$ cat config.mk
export PLATFORM = sky130hd
export DESIGN_NAME = psdram_arbiter
export DESIGN_NICKNAME = d
export VERILOG_FILES = /design/src/rtl/psdram_arbiter.sv
export SDC_FILE = /design/constraint.sdc
export NUM_CORES = 1
export LEC_CHECK = 0
export CORE_MARGIN = 2
export CORE_UTILIZATION = 36
export DETAILED_ROUTE_END_ITERATION = 10
export PLACE_DENSITY_LB_ADDON = 0.25
export RECOVER_POWER = 100
export SLEW_MARGIN = 20
export SYNTH_ARGS = -nofsm -noshare
export SYNTH_HDL_FRONTEND = slang
export SYNTH_SLANG_ARGS = --single-unit
$ cat constraint.sdc
create_clock -name clk -period 1.8 [get_ports clk]
set_input_delay 0.36 -clock clk [delete_from_list [all_inputs] [get_ports clk]]
set_output_delay 0.36 -clock clk [all_outputs]
set_load 0.01 [all_outputs]
$ cat src/rtl/psdram_arbiter.sv
// rtl/psdram_arbiter.sv - read-priority arbiter and access sequencer for the async PSDRAM port
module psdram_arbiter #(
  parameter int ACCESS_CYCLES   = 7,
  parameter int RECOVERY_CYCLES = 1,
  parameter int ADDR_W          = 23
) (
  input  logic              clk,
  input  logic              reset,
  input  logic              rd_req,
  input  logic [ADDR_W-1:0] rd_addr,
  output logic [15:0]       rd_data,
  output logic              rd_ack,
  input  logic              wr_req,
  input  logic [ADDR_W-1:0] wr_addr,
  input  logic [15:0]       wr_data,
  input  logic [1:0]        wr_be,
  output logic              wr_ack,
  output logic              busy,
  output logic [ADDR_W-1:0] MemAdr,
  output logic              MemOE,
  output logic              MemWR,
  output logic              RamCE,
  output logic              RamLB,
  output logic              RamUB,
  output logic [15:0]       MemDataOut,
  output logic              MemDataOe,
  input  logic [15:0]       MemDataIn
);

  typedef enum logic [1:0] {IDLE, RD_ACCESS, WR_ACCESS, RECOVER} state_t;

  localparam logic [3:0] ACC_LOAD = 4'(ACCESS_CYCLES - 1);
  localparam logic [3:0] REC_LOAD = 4'(RECOVERY_CYCLES - 1);

  state_t            state, state_nxt;
  logic [3:0]        cnt, cnt_nxt;
  logic [1:0]        be_q, be_nxt;
  logic [ADDR_W-1:0] adr_nxt;
  logic [15:0]       dout_nxt;
  logic [15:0]       rd_data_nxt;
  logic              rd_ack_nxt, wr_ack_nxt, busy_nxt;
  logic              oe_n_nxt, we_n_nxt, ce_n_nxt, lb_n_nxt, ub_n_nxt, doe_nxt;

  // State and phase counter
  always_ff @(posedge clk) begin
    if (reset) begin
      state <= IDLE;
      cnt   <= 4'd0;
    end else begin
      state <= state_nxt;
      cnt   <= cnt_nxt;
    end
  end

  // Next state plus next value of every pin; pins are decoded from the
  // next state so they are registered and line up with the state they belong to
  always_comb begin
    state_nxt   = state;
    cnt_nxt     = cnt;
    adr_nxt     = MemAdr;
    dout_nxt    = MemDataOut;
    be_nxt      = be_q;
    rd_data_nxt = rd_data;
    rd_ack_nxt  = 1'b0;
    wr_ack_nxt  = 1'b0;
    oe_n_nxt    = 1'b1;
    we_n_nxt    = 1'b1;
    ce_n_nxt    = 1'b1;
    lb_n_nxt    = 1'b1;
    ub_n_nxt    = 1'b1;
    doe_nxt     = 1'b0;

    case (state)
      IDLE: begin
        if (rd_req) begin
          state_nxt = RD_ACCESS;
          cnt_nxt   = ACC_LOAD;
          adr_nxt   = rd_addr;
        end else if (wr_req) begin
          state_nxt = WR_ACCESS;
          cnt_nxt   = ACC_LOAD;
          adr_nxt   = wr_addr;
          dout_nxt  = wr_data;
          be_nxt    = wr_be;
        end
      end
      RD_ACCESS: begin
        if (cnt == 4'd0) begin
          state_nxt   = RECOVER;
          cnt_nxt     = REC_LOAD;
          rd_data_nxt = MemDataIn;
          rd_ack_nxt  = 1'b1;
        end else begin
          cnt_nxt = cnt - 4'd1;
        end
      end
      WR_ACCESS: begin
        if (cnt == 4'd0) begin
          state_nxt  = RECOVER;
          cnt_nxt    = REC_LOAD;
          wr_ack_nxt = 1'b1;
          // keep driving the bus one cycle past the WE rising edge for data hold
          doe_nxt    = 1'b1;
        end else begin
          cnt_nxt = cnt - 4'd1;
        end
      end
      RECOVER: begin
        if (cnt == 4'd0) begin
          state_nxt = IDLE;
        end else begin
          cnt_nxt = cnt - 4'd1;
        end
      end
      default: state_nxt = IDLE;
    endcase

    case (state_nxt)
      RD_ACCESS: begin
        ce_n_nxt = 1'b0;
        oe_n_nxt = 1'b0;
        lb_n_nxt = 1'b0;
        ub_n_nxt = 1'b0;
      end
      WR_ACCESS: begin
        ce_n_nxt = 1'b0;
        we_n_nxt = 1'b0;
        lb_n_nxt = ~be_nxt[0];
        ub_n_nxt = ~be_nxt[1];
        doe_nxt  = 1'b1;
      end
      default: ;
    endcase

    busy_nxt = (state_nxt != IDLE);
  end

  // Registered pins, acks and captured read data
  always_ff @(posedge clk) begin
    if (reset) begin
      MemAdr     <= '0;
      MemDataOut <= 16'd0;
      be_q       <= 2'd0;
      rd_data    <= 16'd0;
      rd_ack     <= 1'b0;
      wr_ack     <= 1'b0;
      busy       <= 1'b0;
      MemOE      <= 1'b1;
      MemWR      <= 1'b1;
      RamCE      <= 1'b1;
      RamLB      <= 1'b1;
      RamUB      <= 1'b1;
      MemDataOe  <= 1'b0;
    end else begin
      MemAdr     <= adr_nxt;
      MemDataOut <= dout_nxt;
      be_q       <= be_nxt;
      rd_data    <= rd_data_nxt;
      rd_ack     <= rd_ack_nxt;
      wr_ack     <= wr_ack_nxt;
      busy       <= busy_nxt;
      MemOE      <= oe_n_nxt;
      MemWR      <= we_n_nxt;
      RamCE      <= ce_n_nxt;
      RamLB      <= lb_n_nxt;
      RamUB      <= ub_n_nxt;
      MemDataOe  <= doe_nxt;
    end
  end

endmodule

* After elaboration in Yosys (flattened, before gate mapping) *
Index checks and enable logic that the tools add are counted.

word-level totals
  register bits after elaboration = 72
  bits of input ports = 84
  output and inout bits = 64
  word-level logic and storage cells = 61

cells by class
  add/subtract/negate cells = 1
  equality and inequality tests = 7
  muxes and demuxes = 23
  bitwise gates (word level) = 4
  reductions and logical operators = 11

operators with widths
  kind                                                  number
  2-to-1 mux 23 bit                                     2
  2-to-1 mux 4 bit                                      4
  2-to-1 mux 2 bit                                      7
  one-hot mux 4 bit (3 select lines)                    1
  equality test 2 bit (second input constant)           3
  2-to-1 mux 1 bit                                      6
  one-hot mux 2 bit (3 select lines)                    1
  AND reduction 2 bit                                   3
  OR reduction 2 bit                                    3
  equality test 2 x 1 -> 1 bit (second input constant)  2
  zero test 4 bit                                       1
  NOT 1 bit                                             4
  one-hot mux 1 bit (2 select lines)                    2
  nonzero test 2 bit                                    2
  subtractor 4 x 1 -> 4 bit (second input constant)     1
  inequality test 3 bit (second input constant)         1
  AND reduction 3 bit                                   1
  zero test 2 bit                                       1
  inequality test 2 bit (second input constant)         1

* Longest topological paths before layout *
Gate-level depths: netlist of run 1.

  depth after elaboration = 6
  mapped depth = 10
  mapped depth without buffers = 9

* Least setup slack after synthesis of run 1 *
OpenSTA, ideal clock, no wires.

  path type = reg-to-reg
  from = register cnt[0]
  to = register RamLB
  library setup time = 0.057 ns
  arrival = 1.877 ns
  required time = 1.743 ns
  path slack = -0.134 ns
  stages on the path, launching flop included = 10
  period minus slack after synthesis = 1.934 ns
  cells stage by stage = dfxtp_1 inv_1 ha_1 or3b_4 a211o_1 nand3_2 inv_1 ha_1 o21bai_1 a21o_1

between the ends
  word-level cells in the longest chain between the ends = 5

ends and longest elaborated chain
  element                                                                     RTL line     text
  from (decl)                                                                 36           logic [3:0] cnt, cnt_nxt;
  from (signal assigned)                                                      51           cnt <= cnt_nxt;
  zero test 4 bit (*)                                                         88, 98, 109
  2-to-1 mux 2 bit, on equally long branches                                  109, 88, 98
  one-hot mux 2 bit (3 select lines) (*)                                      73           case (state)
  net state_nxt[1]                                                            35           state_t state, state_nxt;
  equality test 2 bit / equality test 2 x 1 -> 1 bit (equally long branches)  118          case (state_nxt)
  one-hot mux 1 bit (2 select lines) (*)                                      118
  to (signal assigned)                                                        165          RamLB <= lb_n_nxt;
  to (decl)                                                                   23           output logic RamLB,

Mark *: on every way through the listed nets, which the timed path passes. The rest lies on a longest branch.
A chain may end at the register's enable or synchronous reset.

* Worst setup path after layout of run 1 *
  from = register cnt[1]
  to = register RamUB

between the ends
  word-level cells in the longest chain between the ends = 5

ends and longest elaborated chain
  element                                                                     RTL line     text
  zero test 4 bit (*)                                                         88, 98, 109
  2-to-1 mux 2 bit, on equally long branches                                  109, 88, 98
  one-hot mux 2 bit (3 select lines) (*)                                      73
  equality test 2 bit / equality test 2 x 1 -> 1 bit (equally long branches)  118
  one-hot mux 1 bit (2 select lines) (*)                                      118
  to (signal assigned)                                                        166          RamUB <= ub_n_nxt;
  to (decl)                                                                   24           output logic RamUB,

Every way passes the cells marked *; elsewhere a longest branch is shown, timed or not.

==> results by group, run 1 <==
Outcome
  • Outcome: complete, but fails checks
  • Failing checks: negative setup slack

GRT
  • GRT Resource Usage Total: 0.164
  • First-pass GRT wire length: between 10 and 15 mm
  • Vias in the first global route: between 2000 and 3000
  • Grt ovf: 0
  • Largest net degree at the start of global routing: 47
  • Initial antenna violation count: 0

STA
  • Max Fclk: about 520 MHz
  • Final Cycle Share: 1.07
  • Final setup viols: 4
  • Rel. slew slack: 0.638
  • RSZ-0062 raised after global routing: yes
  • Worst hold slack: around 0.43 ns
  • Final worst slack: -0.133 ns
  • Shortest period the worst path allows: about 1.9 ns
  • Final TNS setup: -0.359 ns
  • Max-slew violation count: 0
  • Worst Skew: 0.0133 ns
  • Slew @ Worst Pin: 0.542 ns
  • Final hold violation count: 0

Logic synthesis
  • Synth Warn #: 0
  • Library cells used by synthesis: 34
  • Most frequent cell after synthesis: dfxtp_1
  • Post-Synthesis Cells: 327
  • Register area share after synthesis: 0.493
  • Post-synth EDFFs: 0
  • Ranking of synthesized cells by area: dfxtp_1, nand2_1, mux2i_1
  • Yosys top cell area share: 0.493
  • Synth top cells by count: dfxtp_1, nand2_1, a21oi_1
  • Post-Syn Nets: 420
  • Synth area leader: dfxtp_1
  • FFs w/ async S/R, synth: 0
  • Primary FF master, synth: dfxtp_1
  • Post-Syn Area: between 2000 and 3000 µm²
  • Post-Syn Area per Cell: around 8.9 µm²
  • Synth Register Bits: 72

Floorplanning
  • Die Wd: ~94 µm
  • # IOs: 148
  • Die ar.: 8870 µm²
  • Die height: around 94 µm
  • Initial Util: 0.375
  • Core region area: slightly below 8000 µm²
  • Num rows: 32

Cells and area
  • Area delta synth->final: 66.8%
  • Reg area: around 1400 µm²
  • Final std cells w/o fill: a little under 600
  • Final nets: 573
  • FILL cells: 670
  • Ant diodes: 0
  • Layout cells sized above 1: 0.105
  • Multi-input gate area: between 1000 and 1500 µm²
  • Fin area: 4880 µm²

Drt
  • Post-route ant nets: 0
  • Avg Vias per Cell: roughly 4.8
  • Avg WL per Cell: between 10 and 15 µm
  • Vias: around 2800
  • Final wirelength: between 7 and 8 mm
  • Initial DRC count: 59
  • Drt first pass iters: 4
  • DRC Markers: 0

Placement
  • Placed Area: about 4600 µm²
  • # placed instances: between 500 and 600
  • PortBufs: between 100 and 150
  • Post-DP HPWL: between 5 and 6 mm
  • Placer Congestion: 0.737
  • Pre-CTS setup slack: -0.126 ns

Worst setup path
  • Critical path type: reg2reg
  • Crit start category: flop
  • Worst Path Arrival: around 2.2 ns
  • Setup crit end kind: flop
  • CP required: approximately 2 ns
  • Maximum fanout along the worst path: 5

CTS
  • Clock transition at path regs: approximately 0.080 ns
  • CTS tree: done
  • Clock Latency Late Sink: 0.33 ns
  • Num CTS Buffers: 9
  • Sink Count: 72
  • H-tree Lvls: 3
  • Clk root buf: clkbuf_8
  • Clock Tree Buf Depth: 2

Power and ir drop
  • Worst VDD drop: around 0.57 mV
  • Pwr dens: ~1400 nW/µm²
  • Leak Pwr: 1.88 nW

Hold path
  • Hold crit path type: in2reg

Run
  • Number of max-cap violations: 0
[through the flow]
stage	power [mW]	utilization
floorplan	3.70	-
global placement	4.85	0.584
detailed placement	4.90	0.584
CTS	6.48	0.617
global route	7.06	0.625
finish	6.60	0.625
[state kept, by name (all words and copies together), names as in the netlist]
register,cells
MemAdr,23
MemDataOut,16
rd_data,16
cnt,4
be_q,2
state,2
MemDataOe,1
MemOE,1
MemWR,1
RamCE,1
RamLB,1
RamUB,1
busy,1
rd_ack,1
wr_ack,1
[placed cells by master, fill, tap and decap left out, types with 10 or more instances in the layout]
cell,netlist,final
clkdlybuf4s50_1,0,134
clkbuf_8,0,10
nor2_1,32,32
a21oi_1,34,34
mux2i_1,25,25
buf_4,2,16
a211oi_1,24,24
nand2_1,68,68
dlygate4sd3_1,0,12
dfxtp_1,72,70
[cell type report]
| cell class | instances | area share |
|---|---|---|
| repair buffers | 165 | 0.333 |
| inverters | 6 | 0.00461 |
| clock inverters | 5 | 0.0213 |
| clock buffers | 11 | 0.0290 |
| flip-flops and latches | 72 | 0.296 |
| well taps | 102 | 0.0261 |
| multi-input cells | 226 | 0.290 |
[worst paths after layout]
check | from | depth (start not counted) | end | slack [ns]
worst max-delay path | cnt[1] | 8 | RamUB | -0.13
worst min-delay path | reset | 2 | rd_ack | 0.43
worst max register to register | cnt[1] | 8 | RamUB | -0.13
worst min register to register | rd_data[0] | 2 | rd_data[0] | 0.45
[timing repair]
action	CTS	global route
setup endpoints to repair	3	50
gates cloned	0	0
buffers inserted	1	1
pin swaps	0	3
gates resized for setup	0	10
hold buffers	0	0
[critical path: stages, from the launching register on]
cell and delay [ns]:
dfxtp_2 0.32, inv_2 0.07, ha_4 0.13, or3b_4 0.41, a211o_4 0.38, nand3_4 0.11, ha_4 0.18, o21bai_4 0.08
a21o_1 0.16
[report_power, final]
part           leakage [nW]  internal (mW)  total (mW)  switching [mW]
clock                 0.124          0.960        1.54           0.579
combinational          1.17           1.49        2.90            1.41
sequential            0.592           1.99        2.16           0.176
total                  1.88           4.44        6.60            2.17
[cell families after synthesis]
group	count (synthesis)	share of synthesized area
adder cells (fa/ha/maj)	9	0.0385
multiplexers	25	0.0855
buffers and inverters	29	0.0496
AND/OR/NAND/NOR	120	0.181
AO/OA/AOI/OAI	72	0.153
flip-flops	72	0.493
[routing by layer]
layer / global-route usage / share of wire
met2: 0.263 / 0.42
met4: 0.0628 / 0.011
met3: 0.0899 / 0.13
met1: 0.183 / 0.44
met5: 0 / 0
(Power assumes the default switching activity.)
==> run 2, diff against run 1 <==
--- a/config.mk
+++ b/config.mk
@@ -6,7 +6,7 @@
 export NUM_CORES = 1
 export LEC_CHECK = 0
 export CORE_MARGIN = 2
-export CORE_UTILIZATION = 36
+export CORE_UTILIZATION = 40
 export DETAILED_ROUTE_END_ITERATION = 10
 export PLACE_DENSITY_LB_ADDON = 0.25
 export RECOVER_POWER = 100
==> constraint.sdc (replaced) <==
create_clock -name clk -period 2.2 [get_ports clk]
set_input_delay 0.44 -clock clk [delete_from_list [all_inputs] [get_ports clk]]
set_output_delay 0.44 -clock clk [all_outputs]
set_load 0.01 [all_outputs]
==> results by group, run 2 (same netlist as run 1, synthesis figures left out) <==
GRT
  • Largest net degree at the start of global routing: 47 (unchanged)
  • Vias in the first global route: 2404 (was 2609)
  • GRT Resource Usage Total: 0.175 (was 0.164)
  • Grt ovf: 0 (unchanged)
  • Initial antenna violation count: 0 (unchanged)
  • First-pass GRT wire length: 10.8 mm (was 11.5 mm)

Cells and area
  • Fin util: 0.651 (was 0.625)
  • Ant diodes: 0 (unchanged)
  • Area delta synth->final: 59.6% (was 66.8%)
  • Layout cells sized above 1: 0.0567 (was 0.105)
  • Commonest non-fill, non-tap cell in the layout: clkdlybuf4s50_1 (unchanged)
  • Final nets: 565 (was 573)
  • Fin area: 4670 µm² (was 4880 µm²)
  • Largest regs: MemAdr (23), MemDataOut (16), rd_data (16) (unchanged)
  • Max FFs per register: 23 (unchanged)
  • Commonest cells after routing, fill and taps aside: clkdlybuf4s50_1, dfxtp_1, nand2_1, dlygate4sd3_1, a21oi_1 (was clkdlybuf4s50_1, dfxtp_1, nand2_1, a21oi_1, nor2_1)
  • Most flops, register: MemAdr (unchanged)

STA
  • Final worst slack: 0.138 ns (was -0.133 ns)
  • Rel. slew slack: 0.436 (was 0.638)
  • Final hold violation count: 0 (unchanged)
  • Slew @ Worst Pin: 0.846 ns (was 0.542 ns)
  • Max Fclk: 485 MHz (was 517 MHz)
  • Worst Skew: 0.00926 ns (was 0.0133 ns)
  • Final Cycle Share: 0.937 (was 1.07)
  • Max-slew violation count: 0 (unchanged)
  • Shortest period the worst path allows: 2.06 ns (was 1.93 ns)
  • Final TNS setup: 0 ns (was -0.359 ns)
  • Final setup viols: 0 (was 4)
  • RSZ-0062 raised after global routing: no (was yes)

Worst setup path
  • CP required: 2.48 ns (was 2.03 ns)
  • Maximum fanout along the worst path: 5 (unchanged)
  • Worst reg2reg setup slack: 0.14 ns (was -0.13 ns)
  • Crit start category: flop (unchanged)
  • Worst Path Arrival: 2.35 ns (was 2.16 ns)
  • Setup crit end kind: flop (unchanged)
  • Critical path type: reg2reg (unchanged)

Floorplanning
  • Num rows: 31 (was 32)
  • Die height: 89.5 µm (was 94.2 µm)
  • Initial Util: 0.408 (was 0.375)
  • Die ar.: 8020 µm² (was 8870 µm²)
  • Core region area: 7180 µm² (was 7810 µm²)
  • Die Wd: 89.5 µm (was 94.2 µm)
  • # IOs: 148 (unchanged)

CTS
  • Num CTS Buffers: 9 (unchanged)
  • Number of gates resized after cts: 0 (unchanged)
  • H-tree Lvls: 3 (unchanged)
  • CTS tree: done (unchanged)
  • Post-CTS Setup Bufs: 0 (was 1)
  • Clock Tree Buf Depth: 2 (unchanged)
  • Clk root buf: clkbuf_8 (unchanged)
  • Sink Count: 72 (unchanged)
  • Clock Latency Late Sink: 0.34 ns (was 0.33 ns)
  • Hold_buf cts: 0 (unchanged)
  • Clock transition at path regs: 0.07 ns (was 0.08 ns)

Drt
  • Drt first pass iters: 4 (unchanged)
  • Initial DRC count: 36 (was 59)
  • Vias: 2734 (was 2794)
  • DRC Markers: 0 (unchanged)
  • Post-route ant nets: 0 (unchanged)
  • Final wirelength: 7.10 mm (was 7.29 mm)
  • Avg WL per Cell: 12.3 µm (was 12.4 µm)
  • Avg Vias per Cell: 4.75 (was 4.76)

Outcome
  • Outcome: complete, no violations (was complete, but fails checks)

Run
  • Number of max-cap violations: 0 (unchanged)

Placement
  • Post-DP HPWL: 5.30 mm (was 5.40 mm)
  • Placed Area: 4490 µm² (was 4560 µm²)
  • Pre-CTS setup slack: 0.104 ns (was -0.126 ns)
  • PortBufs: 147 (unchanged)
  • Placer Congestion: 0.723 (was 0.737)

Power and ir drop
  • Worst VDD drop: 0.502 mV (was 0.572 mV)
  • Leak Pwr: 1.95 nW (was 1.88 nW)
  • Pwr dens: 1030 nW/µm² (was 1350 nW/µm²)

Hold path
  • Hold crit path type: reg2reg (was in2reg)
-- run 2: cell types whose count changed in the layout (fill, tap and decap cells not counted), sizes merged --
cell,change
buf,-12
bufinv,-1
clkbuf,+4
clkdlybuf4s50,-52
dlygate4sd3,+52
-- run 2: path summary, 6_finish.rpt --
check	startpoint	end	cells after the start
hold reg to reg	MemDataOut[2]	MemDataOut[2]	2
setup / recovery	cnt[1]	RamLB	9
hold / removal	MemDataOut[2]	MemDataOut[2]	2
setup reg to reg	cnt[1]	RamLB	9
-- run 2: final cells by class --
class | count | area, µm²
timing repair buffer | 157 | 1540
clock buffer | 11 | 131
fill | 609 | 2500
sequential | 72 | 1440
inverter | 6 | 22.5
multi-input combinational | 226 | 1340
tap | 99 | 124
clock inverter | 4 | 70.1
-- run 2: where the power goes --
group / switching [mW] / leakage [nW] / internal (mW)
clock network: 0.450 / 0.103 / 0.629
logic: 1.00 / 1.25 / 0.930
registers: 0.159 / 0.591 / 1.62
-- run 2: metrics by stage --
step,hold WS [ns],cells,power (mW)
global placement,0.441,560,3.86
finish,0.449,575,4.79
global route,0.473,575,5.17
CTS,0.456,575,5.01
floorplan,0.456,327,3.01
detailed placement,0.447,560,3.91
-- run 2: layer usage --
| layer | GRT usage | vias to the layer above | share of wire |
|---|---|---|---|
| met2 | 0.275 | 128 | 0.43 |
| met3 | 0.0886 | 11 | 0.13 |
| met1 | 0.199 | 1196 | 0.42 |
| li1 | - | 1399 | - |
| met5 | 0 | - | 0 |
| met4 | 0.0814 | 0 | 0.016 |
-- run 2: worst max-delay path: stages (launching register included) --
cell and delay, ns:
dfxtp_1 0.35, inv_1 0.09, ha_1 0.16, or3b_4 0.41
a211o_1 0.31, nand3_2 0.12, inv_1 0.05, ha_1 0.22
o21bai_1 0.19, a21o_1 0.11
==> run 3, diff against run 2 <==
--- a/config.mk
+++ b/config.mk
@@ -5,8 +5,9 @@
 export SDC_FILE = /design/constraint.sdc
 export NUM_CORES = 1
 export LEC_CHECK = 0
-export CORE_MARGIN = 2
+export CORE_MARGIN = 1.5
 export CORE_UTILIZATION = 40
+export CTS_CLUSTER_SIZE = 30
 export DETAILED_ROUTE_END_ITERATION = 10
 export PLACE_DENSITY_LB_ADDON = 0.25
 export RECOVER_POWER = 100
==> results by group, run 3 (same netlist as run 1, synthesis figures left out) <==
Outcome
  • Outcome: complete, no violations (unchanged)

STA
  • Worst Skew: 0.00864 ns (was 0.00926 ns)
  • Rel. slew slack: 0.608 (was 0.436)
  • Final TNS setup: 0 ns (unchanged)
  • Max Fclk: 477 MHz (was 485 MHz)
  • Max-slew violation count: 0 (unchanged)
  • Slew @ Worst Pin: 0.588 ns (was 0.846 ns)
  • Final worst slack: 0.103 ns (was 0.138 ns)
  • Final hold violation count: 0 (unchanged)
  • RSZ-0062 raised after global routing: no (unchanged)
  • Shortest period the worst path allows: 2.10 ns (was 2.06 ns)
  • Final Cycle Share: 0.953 (was 0.937)
  • Final setup viols: 0 (unchanged)

CTS
  • H-tree Lvls: 3 (unchanged)
  • Clock Latency Late Sink: 0.33 ns (was 0.34 ns)
  • Clock Tree Buf Depth: 2 (unchanged)
  • Clock transition at path regs: 0.08 ns (was 0.07 ns)
  • CTS tree: done (unchanged)
  • Clk root buf: clkbuf_8 (unchanged)
  • Post-CTS Setup Bufs: 0 (unchanged)
  • Number of gates resized after cts: 0 (unchanged)
  • Num CTS Buffers: 9 (unchanged)
  • Hold_buf cts: 0 (unchanged)
  • Sink Count: 72 (unchanged)

Power and ir drop
  • Comb pwr share: 0.412 (was 0.403)
  • Internal: 3.10 mW (was 3.18 mW)
  • Sw Pwr: 1.66 mW (was 1.61 mW)
  • Reg power frac: 0.375 (was 0.372)
  • Leak Pwr: 1.93 nW (was 1.95 nW)
  • Worst VDD drop: 0.627 mV (was 0.502 mV)
  • Switching share of power: 0.349 (was 0.336)
  • Clock network power share: 0.213 (was 0.225)
  • Pwr dens: 1020 nW/µm² (was 1030 nW/µm²)

Cells and area
  • Commonest cells after routing, fill and taps aside: clkdlybuf4s50_1, dfxtp_1, nand2_1, dlygate4sd3_1, a21oi_1 (unchanged)
  • Area delta synth->final: 59.0% (was 59.6%)
  • Reg area: 1440 µm² (unchanged)
  • Layout cells sized above 1: 0.0592 (was 0.0567)
  • Largest regs: MemAdr (23), MemDataOut (16), rd_data (16) (unchanged)
  • Most flops, register: MemAdr (unchanged)
  • FILL cells: 571 (was 609)
  • Multi-input gate area: 1340 µm² (unchanged)
  • Max FFs per register: 23 (unchanged)
  • Final nets: 561 (was 565)
  • Commonest non-fill, non-tap cell in the layout: clkdlybuf4s50_1 (unchanged)
  • Ant diodes: 0 (unchanged)

Floorplanning
  • # IOs: 148 (unchanged)
  • Core region area: 6940 µm² (was 7180 µm²)
  • Initial Util: 0.421 (was 0.408)
  • Die Wd: 88.5 µm (was 89.5 µm)
  • Num rows: 30 (was 31)
  • Die ar.: 7840 µm² (was 8020 µm²)
  • Die height: 88.5 µm (was 89.5 µm)

Worst setup path
  • CP required: 2.48 ns (about the same)
  • Critical path type: reg2reg (unchanged)
  • Crit start category: flop (unchanged)
  • Worst Path Arrival: 2.38 ns (was 2.35 ns)
  • Worst stage delay on the critical path: 0.41 ns (about the same)
  • Worst reg2reg setup slack: 0.10 ns (was 0.14 ns)
  • Worst path cell trace: inv_1 -> ha_1 -> or3b_4 -> a211o_1 -> nand3_2 -> inv_1 -> ha_1 -> o21bai_1 -> a21o_1 (unchanged)
  • Crit-path slowest cell: or3b_4 (unchanged)
  • Maximum fanout along the worst path: 5 (unchanged)
  • CP delay by family, top: compound AO/OA/AOI/OAI gates (unchanged)
  • Setup crit end kind: flop (unchanged)
  • Buffers & Inverters on Critical Path: 2 (unchanged)

Placement
  • Post-DP HPWL: 5.33 mm (was 5.30 mm)
  • Placer Congestion: 0.738 (was 0.723)
  • Pre-CTS setup slack: 0.0954 ns (was 0.104 ns)
  • PortBufs: 147 (unchanged)

GRT
  • First-pass GRT wire length: 11.3 mm (was 10.8 mm)
  • GRT Resource Usage Total: 0.185 (was 0.175)
  • Grt ovf: 0 (unchanged)
  • Vias in the first global route: 2536 (was 2404)
  • Largest net degree at the start of global routing: 47 (unchanged)
  • Initial antenna violation count: 0 (unchanged)

Drt
  • Vias: 2748 (was 2734)
  • Avg Vias per Cell: 4.83 (was 4.75)
  • Initial DRC count: 49 (was 36)
  • DRC Markers: 0 (unchanged)
  • Drt first pass iters: 4 (unchanged)
  • Final wirelength: 7.19 mm (was 7.10 mm)
  • Avg WL per Cell: 12.6 µm (was 12.3 µm)
  • Post-route ant nets: 0 (unchanged)

Run
  • Number of max-cap violations: 0 (unchanged)

Hold path
  • Hold crit path type: reg2reg (unchanged)
==> run 3: layout make-up <==
type                            instances  share of cell area
Timing Repair Buffer                  153               0.330
Sequential cell                        72               0.310
Multi-Input combinational cell        226               0.288
Clock buffer                            9              0.0266
Tap cell                               96              0.0258
Clock inverter                          7              0.0153
Inverter                                6             0.00484
==> run 3: worst reg2reg max path: cells and delay by family, from the launching register on <==
family	cells	cell delay (ns)
AO/OA/AOI/OAI	3	0.64
AND/OR/NAND/NOR	2	0.53
adder cells (fa/ha/maj)	2	0.39
buffers and inverters	2	0.16
flip-flops	1	0.33
==> run 3: worst paths after layout <==
path	start	to	cells past startpoint
worst max-delay path	cnt[0]	RamLB	9
worst min-delay path	rd_data[14]	rd_data[14]	2
worst max register to register	cnt[0]	RamLB	9
worst min register to register	rd_data[14]	rd_data[14]	2
==> run 3: power groups by stage <==
stage	Clock [mW]	Sequential [mW]	Combinational (mW)
final	1.02	1.78	1.96
after global routing	1.10	1.82	2.18
after CTS	1.05	1.80	2.07
after detailed placement	0	1.82	2.07
after global placement	0	1.81	2.03
after floorplan	0	1.94	1.07
==> run 3: metal layers <==
layer,vias up,share of wire,routed length [µm],track usage
li1,1403,-,-,-
met1,1194,0.42,3030,0.220
met2,143,0.44,3170,0.296
met3,8,0.13,901,0.0793
met4,0,0.012,85,0.0767
met5,-,0,0,0
==> run 3: stage by stage <==
step / instance area [µm²] / util / hold slack (ns) / power (mW) / std cells
finish: 4650 / 0.670 / 0.450 / 4.76 / 569
global route: 4650 / 0.670 / 0.468 / 5.10 / 569
CTS: 4660 / 0.670 / 0.456 / 4.92 / 569
detailed placement: 4460 / 0.642 / 0.446 / 3.89 / 553
global placement: 4460 / 0.642 / 0.441 / 3.84 / 553
floorplan: 2930 / - / 0.456 / 3.01 / 327
